--- config.mk ---
export PLATFORM = sky130hd
export DESIGN_NAME = sd_frame_loader
export DESIGN_NICKNAME = d
export VERILOG_FILES = /design/src/rtl/sd_loader_pkg.sv /design/src/rtl/sd_frame_loader_packer.sv /design/src/rtl/sd_frame_loader.sv
export SDC_FILE = /design/constraint.sdc
export NUM_CORES = 1
export LEC_CHECK = 0
export CELL_PAD_IN_SITES_DETAIL_PLACEMENT = 1
export CELL_PAD_IN_SITES_GLOBAL_PLACEMENT = 2
export CORE_UTILIZATION = 32
export DETAILED_ROUTE_END_ITERATION = 10
export GPL_ROUTABILITY_DRIVEN = 0
export PLACE_DENSITY = 0.86
export SETUP_SLACK_MARGIN = 0.15
export SKIP_CTS_REPAIR_TIMING = 1
export SYNTH_ARGS = -nofsm -noshare
export SYNTH_HDL_FRONTEND = slang
export SYNTH_SLANG_ARGS = --single-unit
--- constraint.sdc ---
create_clock -name clk_25mhz -period 4.3 [get_ports clk_25mhz]
set_input_delay 0.645 -clock clk_25mhz [delete_from_list [all_inputs] [get_ports clk_25mhz]]
set_output_delay 0.645 -clock clk_25mhz [all_outputs]
set_load 0.02 [all_outputs]
--- src/rtl/sd_loader_pkg.sv ---
// Shared types and defaults for the SD-card frame loader.
package sd_loader_pkg;

    localparam int unsigned NUM_PIXELS_DEF   = 307200;
    localparam int unsigned SECTOR_BYTES_DEF = 512;
    localparam int unsigned FB_ADDR_W        = 19;
    localparam int unsigned PIX_W            = 12;

    typedef enum logic [2:0] {
        ST_IDLE     = 3'd0,
        ST_WAIT_RDY = 3'd1,
        ST_ISSUE    = 3'd2,
        ST_READ     = 3'd3,
        ST_SECT_END = 3'd4,
        ST_FINISH   = 3'd5
    } state_e;

endpackage

--- src/rtl/sd_frame_loader_packer.sv ---
// Packs a stream of bytes into RGB444 pixels: three bytes make two pixels.
module rgb444_packer
    import sd_loader_pkg::*;
(
    input  logic             clk_25mhz,
    input  logic             reset,
    input  logic             clear,
    input  logic             byte_valid,
    input  logic [7:0]       byte_in,
    output logic             pix_valid_c,
    output logic [PIX_W-1:0] pix_c
);

    logic [1:0] phase_q, phase_d;
    logic [7:0] acc_q, acc_d;

    // acc holds the whole first byte, then only the leftover low nibble
    always_comb begin
        phase_d     = phase_q;
        acc_d       = acc_q;
        pix_valid_c = 1'b0;
        pix_c       = '0;
        if (clear) begin
            phase_d = 2'd0;
            acc_d   = '0;
        end else if (byte_valid) begin
            case (phase_q)
                2'd0: begin
                    acc_d   = byte_in;
                    phase_d = 2'd1;
                end
                2'd1: begin
                    pix_valid_c = 1'b1;
                    pix_c       = {acc_q, byte_in[7:4]};
                    acc_d       = {4'h0, byte_in[3:0]};
                    phase_d     = 2'd2;
                end
                default: begin
                    pix_valid_c = 1'b1;
                    pix_c       = {acc_q[3:0], byte_in};
                    acc_d       = '0;
                    phase_d     = 2'd0;
                end
            endcase
        end
    end

    always_ff @(posedge clk_25mhz or posedge reset) begin
        if (reset) begin
            phase_q <= 2'd0;
            acc_q   <= '0;
        end else begin
            phase_q <= phase_d;
            acc_q   <= acc_d;
        end
    end

endmodule

--- src/rtl/sd_frame_loader.sv ---
// Streams consecutive SD sectors into the frame buffer as RGB444 pixels.
module sd_frame_loader
    import sd_loader_pkg::*;
#(
    parameter int unsigned NUM_PIXELS   = NUM_PIXELS_DEF,
    parameter int unsigned SECTOR_BYTES = SECTOR_BYTES_DEF
) (
    input  logic                 clk_25mhz,
    input  logic                 reset,
    input  logic                 start,
    input  logic [31:0]          base_addr,
    input  logic                 sd_ready,
    input  logic                 sd_byte_available,
    input  logic [7:0]           sd_dout,
    output logic                 sd_rd,
    output logic [31:0]          sd_addr,
    output logic                 fb_we,
    output logic [FB_ADDR_W-1:0] fb_addr,
    output logic [PIX_W-1:0]     fb_din,
    output logic                 busy,
    output logic                 done
);

    localparam int unsigned CNT_W  = FB_ADDR_W + 1;
    localparam int unsigned BYTE_W = $clog2(SECTOR_BYTES) + 1;

    state_e               state_q, state_d;
    logic [31:0]          sd_addr_q, sd_addr_d;
    logic [CNT_W-1:0]     pix_cnt_q, pix_cnt_d;
    logic [BYTE_W-1:0]    byte_cnt_q, byte_cnt_d;
    logic                 bav_q;
    logic                 sd_rd_q, sd_rd_d;
    logic                 fb_we_q, fb_we_d;
    logic [FB_ADDR_W-1:0] fb_addr_q, fb_addr_d;
    logic [PIX_W-1:0]     fb_din_q, fb_din_d;
    logic                 busy_q, busy_d;
    logic                 done_q, done_d;

    logic                 start_ok_c;
    logic                 capture_c;
    logic                 pix_valid_c;
    logic [PIX_W-1:0]     pix_c;

    assign start_ok_c = start && (state_q == ST_IDLE || state_q == ST_FINISH);
    assign capture_c  = (state_q == ST_READ) && sd_byte_available && !bav_q;

    rgb444_packer u_packer (
        .clk_25mhz   (clk_25mhz),
        .reset       (reset),
        .clear       (start_ok_c),
        .byte_valid  (capture_c),
        .byte_in     (sd_dout),
        .pix_valid_c (pix_valid_c),
        .pix_c       (pix_c)
    );

    always_comb begin
        state_d    = state_q;
        sd_addr_d  = sd_addr_q;
        pix_cnt_d  = pix_cnt_q;
        byte_cnt_d = byte_cnt_q;
        fb_we_d    = 1'b0;
        fb_addr_d  = fb_addr_q;
        fb_din_d   = fb_din_q;

        // pixel counter reflects the write issued last cycle
        if (fb_we_q) begin
            pix_cnt_d = pix_cnt_q + CNT_W'(1);
        end
        if (pix_valid_c && (pix_cnt_d < CNT_W'(NUM_PIXELS))) begin
            fb_we_d   = 1'b1;
            fb_addr_d = pix_cnt_d[FB_ADDR_W-1:0];
            fb_din_d  = pix_c;
        end

        case (state_q)
            ST_IDLE, ST_FINISH: begin
                if (start) begin
                    state_d    = ST_WAIT_RDY;
                    sd_addr_d  = base_addr;
                    pix_cnt_d  = '0;
                    byte_cnt_d = '0;
                end
            end
            ST_WAIT_RDY: begin
                if (sd_ready) begin
                    state_d = ST_ISSUE;
                end
            end
            ST_ISSUE: begin
                if (!sd_ready) begin
                    state_d = ST_READ;
                end
            end
            ST_READ: begin
                if (capture_c) begin
                    if (byte_cnt_q == BYTE_W'(SECTOR_BYTES - 1)) begin
                        byte_cnt_d = '0;
                        sd_addr_d  = sd_addr_q + 32'(SECTOR_BYTES);
                        state_d    = ST_SECT_END;
                    end else begin
                        byte_cnt_d = byte_cnt_q + BYTE_W'(1);
                    end
                end
            end
            ST_SECT_END: begin
                state_d = (pix_cnt_d < CNT_W'(NUM_PIXELS)) ? ST_WAIT_RDY : ST_FINISH;
            end
            default: begin
                state_d = ST_IDLE;
            end
        endcase

        sd_rd_d = (state_d == ST_ISSUE);
        busy_d  = (state_d != ST_IDLE) && (state_d != ST_FINISH);
        done_d  = (state_d == ST_FINISH);
    end

    always_ff @(posedge clk_25mhz or posedge reset) begin
        if (reset) begin
            state_q    <= ST_IDLE;
            sd_addr_q  <= '0;
            pix_cnt_q  <= '0;
            byte_cnt_q <= '0;
            bav_q      <= 1'b0;
            sd_rd_q    <= 1'b0;
            fb_we_q    <= 1'b0;
            fb_addr_q  <= '0;
            fb_din_q   <= '0;
            busy_q     <= 1'b0;
            done_q     <= 1'b0;
        end else begin
            state_q    <= state_d;
            sd_addr_q  <= sd_addr_d;
            pix_cnt_q  <= pix_cnt_d;
            byte_cnt_q <= byte_cnt_d;
            bav_q      <= sd_byte_available;
            sd_rd_q    <= sd_rd_d;
            fb_we_q    <= fb_we_d;
            fb_addr_q  <= fb_addr_d;
            fb_din_q   <= fb_din_d;
            busy_q     <= busy_d;
            done_q     <= done_d;
        end
    end

    assign sd_rd   = sd_rd_q;
    assign sd_addr = sd_addr_q;
    assign fb_we   = fb_we_q;
    assign fb_addr = fb_addr_q;
    assign fb_din  = fb_din_q;
    assign busy    = busy_q;
    assign done    = done_q;

endmodule
==> run metrics <==
outcome=completed; Die Area=about 17000 um^2; drt first pass iters=4; Synth async-reset ratio=100%; Worst-Skew Late Latency=around 0.36 ns; Distinct cells, synth=50; Final min period=between 2 and 3 ns; top_reg_cell synth=dfrtp_1; Worst IR Drop VDD=0.232 mV; Synth area leaders=dfrtp_1, a21oi_1, nand2_1; Area Growth Syn to Fin=31.0%; Routed WL=14600 um; worst-margin pin slew=around 0.77 ns; synthesized area=5400 um^2; WP depth=7; Via Count=4500; NumNets Final=between 600 and 700; Slew Limit Fails=0; Filler cells=1830; slowest stage cell, crit path=and2_4; Mapped Nets=a little under 600; Clk pin slew, worst setup/hold paths=0.08 ns; sequential fraction of the synthesis area=51.4%; RSZ-0062 raised after global routing=false; Final Worst Setup Slack=roughly 1.4 ns; Logic pwr share=a little over a third; Setup violations, final=0; Post-Place Cells=860; vias in the first global route=around 4800; Syn Inst Count=549; MaxCap Viol Count=0; final instance area=around 7100 um^2; crit-path max cell delay=0.51 ns; Setup CP Type=reg -> reg; routed len/inst=16.7 um; Worst Clk Skew=approximately 0.012 ns; Setup TNS=0 ns; Buf/Inv on CP=0; Worst Hold Class=reg -> reg; DR iter-0 viols=223; final worst-path cycle share=approximately 70%; IO Count=112; most frequent cells in the layout=dfrtp_1, clkdlybuf4s50_1, nand2_1; first-pass GRT wire length=between 20000 and 25000 um; Worst EP arrival=roughly 3.2 ns; core area=around 17000 um^2; P_int=around 2.7 mW; port bufs=111; Final Hold Viols=0; P_sw=1.53 mW; Hold Slack=0.506 ns; number of diodes=0; CTS Sinks=around 110; Die X-Extent=~130 um; CP Launch Type=flop; Avg Cell Area, Syn=9.83 um^2; critical path peak fanout=30; share of cells above drive strength 1=~7.9%; post-route ant nets=0; required time worst endpoint=4.54 ns; Initial Util=between 30% and 40%; Remaining Overflow, GRT=0; dpl ws=~1.2 ns; Synth area leader=dfrtp_1; sequential share of power=about two fifths; drt via density=just over 5; pwr dens=between 500 and 600 nW/um^2; highest clock rate=approximately 340 MHz; post-layout power=4.21 mW; register bit total from synthesis=roughly 110; Reg2Reg Depth=7; area of the multi-input gates=~2400 um^2; initial antenna violation count=0; CP top delay family=simple AND/OR/NAND/NOR gates; CP Cell Sequence=nand4_1 -> nand2b_1 -> nor3_1 -> xnor2_1 -> a31o_2 -> and2_4 -> mux2_4; DPL Wire Length=~10000 um; top cell type's share of synthesized area=~50%; final std cells w/o fill=876; clock network power share=approximately 22%; Leakage=just under 3 nW; number of flops mapped to enable cells by yosys=0; Yosys warnings=0; worst hold stages=1; placed cell area=6740 um^2; Die Span Y=around 130 um; post-layout util=a little over two fifths; DR DRC count=0; Net Sw Frac=a little over a third; FF+latch area=around 2800 um^2; CTS tree=done; Clock Tree Root=clkbuf_16; CP endpoint kind=flop; Cell Rows=47; Slew HR=a little under 50%; Num CTS Buffers=9; H-tree Lvls=3; clock buffer depth=2; total track usage=between 10% and 20%; largest net degree at the start of global routing=58
worst paths after layout:
path / from / slack, ns / end
hold / removal: fb_addr[16] / 0.51 / fb_addr[16]
setup / recovery: fb_we / 1.36 / fb_din[11]
setup reg to reg: fb_we / 1.36 / fb_din[11]
hold reg to reg: fb_addr[16] / 0.51 / fb_addr[16]
min in group asynchronous: reset / 0.77 / sd_addr[7]
max in group asynchronous: reset / 2.76 / fb_din[1]
area by class of cell:
type / count / share of cell area, %
sequential: 111 / 39.3
tap: 220 / 3.89
inverter: 18 / 0.991
clock inverter: 7 / 1.59
multi-input combinational: 392 / 34.3
clock buffer: 9 / 3.18
timing repair buffer: 119 / 16.7
synth_stat cells, types with 9 or more instances:
library cell	count
inv_1	18
nand3_1	24
nor2_1	53
mux2_2	9
a22o_1	12
mux2_4	13
nor3_1	9
nand2_1	63
dfrtp_1	111
a21oi_1	56
mux2i_1	11
clkbuf_1	20
xnor2_1	17
o21ai_0	24
nand4_1	10
and3_1	12
xor2_1	9
sequential cells by signal (all words and copies together), names as in the netlist:
signal and cells:
pix_cnt_q 20, sd_addr 32, fb_we 1, fb_din 12, done 1, state_q 3, byte_cnt_q 10, u_packer.acc_q 8
sd_rd 1, fb_addr 19, busy 1, u_packer.phase_q 2, bav_q 1
power by group through the flow:
stage | Combinational (mW) | Clock, mW | Sequential [mW]
finish | 1.53 | 0.943 | 1.73
global route | 1.66 | 1.01 | 1.79
CTS | 1.55 | 0.981 | 1.73
detailed placement | 1.55 | 0 | 1.75
global placement | 1.50 | 0 | 1.72
floorplan | 0.602 | 0 | 1.95
metal layers:
layer / global-route usage (%) / share of wire, %
met4: 6.33 / 1.5
met1: 22.2 / 46
met2: 29.0 / 47
met3: 4.31 / 5.6
met5: 0 / 0
worst reg2reg max path: cells and delay by family, from the launching register on:
kind                      cells  cell delay, ns
and+or+nand+nor               4            1.39
muxes                         1            0.37
xor gates and xnor gates      1            0.27
AOI/OAI and AO/OA             1            0.32
DFF                           1            0.48
logic make-up after synthesis:
family | count (synthesis) | synth area share [%]
AND/OR/NAND/NOR | 202 | 17.9
AO/OA/AOI/OAI | 128 | 14.5
flip-flops | 111 | 51.4
buffers and inverters | 46 | 3.68
multiplexers | 33 | 7.53
XOR/XNOR | 26 | 4.22
adder cells (fa/ha/maj) | 3 | 0.695
(Power assumes the default switching activity.)
